## config.mk

```make
export PLATFORM = sky130hd
export DESIGN_NAME = sp128_arbiter
export DESIGN_NICKNAME = d
export VERILOG_FILES = /design/src/rtl/sp128_arbiter.sv
export SDC_FILE = /design/constraint.sdc
export NUM_CORES = 1
export LEC_CHECK = 0
export ABC_AREA = 1
export BUFFER_PORTS_ARGS = -buffer_cell sky130_fd_sc_hd__buf_2
export CAP_MARGIN = 5
export CORE_UTILIZATION = 45
export DETAILED_ROUTE_END_ITERATION = 8
export GPL_TIMING_DRIVEN = 0
export HOLD_SLACK_MARGIN = 0.15
export PLACE_DENSITY = 0.78
export SETUP_SLACK_MARGIN = 0.4
export SYNTH_ARGS = -nofsm -noshare
export SYNTH_HDL_FRONTEND = slang
export SYNTH_SLANG_ARGS = --single-unit
```

## constraint.sdc

```tcl
create_clock -name clk -period 2.2 [get_ports clk]
set_input_delay 0.22 -clock clk [delete_from_list [all_inputs] [get_ports clk]]
set_output_delay 0.22 -clock clk [all_outputs]
set_load 0.005 [all_outputs]
```

## src/rtl/sp128_arbiter.sv

```systemverilog
// rtl/sp128_arbiter.sv - round-robin two-port arbiter/sequencer for a 128x8 single-port RAM
// Define SP128_INIT_CLEAR_EN to zero the RAM with a 128-cycle sweep after reset.
module sp128_arbiter #(
  parameter int ADDR_W = 7,
  parameter int DATA_W = 8
) (
  input  logic              clk,
  input  logic              reset_n,
  input  logic              a_req,
  input  logic              a_we,
  input  logic [ADDR_W-1:0] a_addr,
  input  logic [DATA_W-1:0] a_wdata,
  output logic              a_ack,
  output logic [DATA_W-1:0] a_rdata,
  input  logic              b_req,
  input  logic              b_we,
  input  logic [ADDR_W-1:0] b_addr,
  input  logic [DATA_W-1:0] b_wdata,
  output logic              b_ack,
  output logic [DATA_W-1:0] b_rdata,
  output logic              init_busy,
  output logic              ram_ce,
  output logic              ram_oce,
  output logic              ram_reset,
  output logic              ram_wre,
  output logic [ADDR_W-1:0] ram_ad,
  output logic [DATA_W-1:0] ram_din,
  input  logic [DATA_W-1:0] ram_dout
);

`ifdef SP128_INIT_CLEAR_EN
  localparam logic BUSY_RST = 1'b1;
`else
  localparam logic BUSY_RST = 1'b0;
`endif

  logic              ptr_q, ptr_d;  // 0: A wins a tie, 1: B wins a tie
  logic              a_pend_q, a_pend_d, b_pend_q, b_pend_d;
  logic              s1_vld_q, s1_vld_d, s1_port_q, s1_port_d, s1_we_q, s1_we_d;
  logic              s2_vld_q, s2_port_q, s2_we_q;
  logic              ram_ce_q, ram_ce_d, ram_wre_q, ram_wre_d;
  logic [ADDR_W-1:0] ram_ad_q, ram_ad_d;
  logic [DATA_W-1:0] ram_din_q, ram_din_d;
  logic              a_ack_q, b_ack_q;
  logic [DATA_W-1:0] a_rdata_q, a_rdata_d, b_rdata_q, b_rdata_d;
  logic              busy_q, busy_d;
  logic [ADDR_W:0]   clr_cnt_q, clr_cnt_d;
  logic              a_elig, b_elig, a_done, b_done, grant_a, grant_b;

  assign a_elig = a_req & ~a_pend_q;
  assign b_elig = b_req & ~b_pend_q;
  assign a_done = s2_vld_q & ~s2_port_q;
  assign b_done = s2_vld_q & s2_port_q;

  always_comb begin
    ptr_d     = ptr_q;
    ram_ce_d  = 1'b0;
    ram_wre_d = 1'b0;
    ram_ad_d  = ram_ad_q;
    ram_din_d = ram_din_q;
    s1_vld_d  = 1'b0;
    s1_port_d = s1_port_q;
    s1_we_d   = s1_we_q;
    busy_d    = busy_q;
    clr_cnt_d = clr_cnt_q;
    grant_a   = 1'b0;
    grant_b   = 1'b0;
    if (busy_q) begin
      // Sweep counter runs one past the last address; that extra cycle releases busy.
      if (!clr_cnt_q[ADDR_W]) begin
        ram_ce_d  = 1'b1;
        ram_wre_d = 1'b1;
        ram_ad_d  = clr_cnt_q[ADDR_W-1:0];
        ram_din_d = '0;
        clr_cnt_d = clr_cnt_q + {{ADDR_W{1'b0}}, 1'b1};
      end else begin
        busy_d = 1'b0;
      end
    end else begin
      if (a_elig && b_elig) begin
        grant_a = ~ptr_q;
        grant_b = ptr_q;
        ptr_d   = ~ptr_q;
      end else begin
        grant_a = a_elig;
        grant_b = b_elig;
      end
      if (grant_a || grant_b) begin
        ram_ce_d  = 1'b1;
        ram_wre_d = grant_b ? b_we : a_we;
        ram_ad_d  = grant_b ? b_addr : a_addr;
        ram_din_d = grant_b ? b_wdata : a_wdata;
        s1_vld_d  = 1'b1;
        s1_port_d = grant_b;
        s1_we_d   = grant_b ? b_we : a_we;
      end
    end
    a_pend_d  = (a_pend_q & ~a_done) | grant_a;
    b_pend_d  = (b_pend_q & ~b_done) | grant_b;
    a_rdata_d = (a_done && !s2_we_q) ? ram_dout : a_rdata_q;
    b_rdata_d = (b_done && !s2_we_q) ? ram_dout : b_rdata_q;
  end

  always_ff @(posedge clk or negedge reset_n) begin
    if (!reset_n) begin
      ptr_q     <= 1'b0;
      a_pend_q  <= 1'b0;
      b_pend_q  <= 1'b0;
      s1_vld_q  <= 1'b0;
      s1_port_q <= 1'b0;
      s1_we_q   <= 1'b0;
      s2_vld_q  <= 1'b0;
      s2_port_q <= 1'b0;
      s2_we_q   <= 1'b0;
      ram_ce_q  <= 1'b0;
      ram_wre_q <= 1'b0;
      ram_ad_q  <= '0;
      ram_din_q <= '0;
      a_ack_q   <= 1'b0;
      b_ack_q   <= 1'b0;
      a_rdata_q <= '0;
      b_rdata_q <= '0;
      busy_q    <= BUSY_RST;
      clr_cnt_q <= '0;
    end else begin
      ptr_q     <= ptr_d;
      a_pend_q  <= a_pend_d;
      b_pend_q  <= b_pend_d;
      s1_vld_q  <= s1_vld_d;
      s1_port_q <= s1_port_d;
      s1_we_q   <= s1_we_d;
      s2_vld_q  <= s1_vld_q;
      s2_port_q <= s1_port_q;
      s2_we_q   <= s1_we_q;
      ram_ce_q  <= ram_ce_d;
      ram_wre_q <= ram_wre_d;
      ram_ad_q  <= ram_ad_d;
      ram_din_q <= ram_din_d;
      a_ack_q   <= a_done;
      b_ack_q   <= b_done;
      a_rdata_q <= a_rdata_d;
      b_rdata_q <= b_rdata_d;
      busy_q    <= busy_d;
      clr_cnt_q <= clr_cnt_d;
    end
  end

  assign a_ack     = a_ack_q;
  assign b_ack     = b_ack_q;
  assign a_rdata   = a_rdata_q;
  assign b_rdata   = b_rdata_q;
  assign init_busy = busy_q;
  assign ram_ce    = ram_ce_q;
  assign ram_oce   = 1'b1;
  assign ram_reset = 1'b0;
  assign ram_wre   = ram_wre_q;
  assign ram_ad    = ram_ad_q;
  assign ram_din   = ram_din_q;

endmodule

```

==> key figures <==
Status
  • Status: finished clean

CTS
  • Post_cts resized: 0
  • TritonCTS sink count: 53
  • Max H-tree Level: 2
  • CTS tree: done
  • CTS Buf Count: 5
  • Hold-fix buffers, CTS: 0
  • Root Buffer: clkbuf_8
  • CTS Buffer Depth: 2
  • Worst-path clk slew: 0.09 ns
  • Clk_lat worst skew: 0.30 ns
  • Post-CTS setup buffers: 0

Timing
  • Hold_ws: 0.161 ns
  • Setup violators final: 0
  • Final min period: 1.41 ns
  • Fmax: 0.709 GHz
  • Setup_tns: 0 ns
  • RSZ-0062 raised after global routing: no
  • Clk_skew: 0.00698 ns
  • Tcrit/Tclk final: 0.641
  • Slew Viols, Final: 0
  • Final hold violations: 0

Worst setup path
  • Worst Path Buf+Inv: 2
  • Critical Path RT: 2.45 ns
  • Reg2Reg Depth: 8
  • CP endpoint kind: flop
  • Reg2reg end: ram_ad[2]$_DFFE_PN0P_
  • Critical path peak fanout: 10
  • Number of cells on the critical path: 8
  • Crit-path most repeated cell: nand2_1
  • Origin of the critical flop-to-flop path: a_pend_q$_DFF_PN0_
  • Setup crit end: ram_ad[2]$_DFFE_PN0P_
  • Crit path launch: a_pend_q$_DFF_PN0_
  • CP arrival: 1.66 ns
  • FF-to-FF setup slack: 0.79 ns
  • Critical path startpoint category: flop
  • Crit-path cells: inv_1, nand2_1, o21ai_2, buf_4, nand2_1, nand3_1, nand2_1, nand2_1
  • Setup Crit Path Kind: reg2reg
  • Worst path slowest cell: dfrtp_1
  • Max incr delay on CP: 0.37 ns
  • Crit path max-delay family: flip-flops

Layout
  • Commonest cells after routing, fill and taps aside: buf_2, nand2_1, dfrtp_1
  • Fraction of layout cells with a size suffix above 1: 0.305
  • Most common cell after layout, fill and taps aside: buf_2
  • Layout area overhead: 25.8%
  • Ant diodes: 0
  • Final-stage net count: 385
  • Fin cells: 408

Global route
  • Number of global-route vias before repair: 1845
  • Total grt overflow: 0
  • First-pass GRT wire length: 8160 um
  • Initial antenna violation count: 0
  • Largest net degree at the start of global routing: 54
  • Overall global routing resource usage: 0.204

Place
  • GP Congestion: 0.785
  • IO Port Bufs: 79
  • Placed Cells: 398
  • Hpwl dp: 3670 um

Floorplanning
  • Core area: 4820 sq um
  • I/O pin count: 82
  • Die Area: 5370 sq um
  • Starting Density: 0.475
  • FP Rows: 25
  • Die span in x: 73.3 um
  • DIE HEIGHT: 73.3 um

Power and ir drop
  • Leakage: 1.57 nW
  • Pwr dens: 547 nW/um^2
  • VDD IR max: 0.000334 V
  • Tot Pwr: 0.00157 W

Drt
  • Initial DRT Pass Iterations: 4
  • Vias: 1954
  • Avg WL per Cell: 12.4 um
  • WL final: 5050 um
  • Number of remaining DRC errors: 0
  • Vias per cell: 4.79
  • Iter 0 DRT Violations: 77
  • Post-route antenna net violation count: 0

Logic synthesis
  • Synth top area share: 0.580
  • Count of flip-flops with a built-in enable after synthesis: 0
  • Fraction of registers with async set/reset: 1.00
  • Synthesized area: 2290 sq um
  • Synth area leader: dfrtp_1
  • Synth Flop Type: dfrtp_1
  • Most area-consuming cells after synthesis: dfrtp_1, nand2_1, o21ai_0
  • Post-Synthesis Cells: 252
  • Yosys warns: 0
  • Netlist cell types: 27
  • Sequential-to-total area share from yosys stat: 0.580
  • Avg Cell Area, Syn: 9.08 sq um
  • Synthesized flop and latch total: 53
  • Syn Nets: 297

Min path
  • Hold WC Path Type: in2reg

Run
  • Max-cap viol count: 0
==> area by class of cell <==
class | instances | area, sq um
Fill cell | 426 | 1940
Sequential cell | 53 | 1330
Multi-Input combinational cell | 166 | 797
Timing Repair Buffer | 81 | 425
Inverter | 25 | 98.8
Tap cell | 67 | 83.8
Clock buffer | 8 | 80.1
Buffer | 8 | 65.1
==> report_power, final <==
| part | internal, W | switching [W] | total (W) |
|---|---|---|---|
| combinational | 0.0000390 | 0.0000398 | 0.0000788 |
| clock | 0.000227 | 0.000295 | 0.000522 |
| sequential | 0.000973 | 0 | 0.000973 |
| total | 0.00124 | 0.000335 | 0.00157 |
==> worst reg2reg max path, delay by kind of cell (launching register included) <==
kind                   cells  cell delay, ns
AOI/OAI and AO/OA          1            0.29
buffers and inverters      2            0.33
DFF                        1            0.37
and+or+nand+nor            5            0.37
==> metal layers <==
metal | part of all wire | routed length (um) | up-vias | track usage
li1 | - | - | 964 | -
met1 | 0.42 | 2100 | 918 | 0.235
met2 | 0.50 | 2550 | 67 | 0.366
met3 | 0.067 | 341 | 5 | 0.0590
met4 | 0.012 | 62 | 0 | 0.0641
met5 | 0 | 0 | - | 0
==> cells in the mapped netlist (2+ instances only) <==
master and n:
inv_2 3, a21oi_1 3, nor2_1 18, nand3_1 10
inv_1 21, buf_4 4, conb_1 2, nand2_1 76
xor2_1 5, nand2_4 3, o21ai_0 31, dfrtp_1 53
o21ai_1 9
==> sequential cells by signal (all words and copies together) (netlist names) <==
signal     count
ram_ce         1
ram_din        8
s1_port_q      1
init_busy      1
a_ack          1
s2_we_q        1
ram_wre        1
ptr_q          1
a_pend_q       1
s1_we_q        1
s2_port_q      1
s1_vld_q       1
b_pend_q       1
a_rdata        8
ram_ad         7
clr_cnt_q      8
s2_vld_q       1
b_ack          1
b_rdata        8
==> logic make-up (layout without fill, tap and decap cells) <==
logic type / count (synthesis) / count (layout) / share of synthesized area
xor gates and xnor gates: 6 / 6 / 0.0230
other: 2 / 2 / 0.00328
adders and majority gates: 1 / 1 / 0.00547
buffers and inverters: 33 / 122 / 0.0717
AOI/OAI and AO/OA: 45 / 45 / 0.102
DFF: 53 / 53 / 0.580
and+or+nand+nor: 112 / 112 / 0.215
==> worst min path at each step <==
stage                        from             endpoint  cells after the start
2_1_floorplan             reset_n      a_ack$_DFF_PN0_                      0
3_3_place_gp   s1_vld_q$_DFF_PN0_   s2_vld_q$_DFF_PN0_                      0
3_5_place_dp   s1_vld_q$_DFF_PN0_   s2_vld_q$_DFF_PN0_                      0
4_1_cts                      a_we  s1_we_q$_DFFE_PN0P_                      3
5_1_grt                      a_we    ram_wre$_DFF_PN0_                      3
6_report                     a_we  s1_we_q$_DFFE_PN0P_                      3
==> through the flow <==
step	area (sq um)	setup slack, ns	util
6_report	2880	0.789	0.597
4_1_cts	2850	0.802	0.591
5_1_grt	2880	0.663	0.597
2_1_floorplan	2290	1.02	-
3_3_place_gp	2770	0.866	0.574
3_5_place_dp	2770	0.813	0.574
Power figures use the tool's default switching activity.
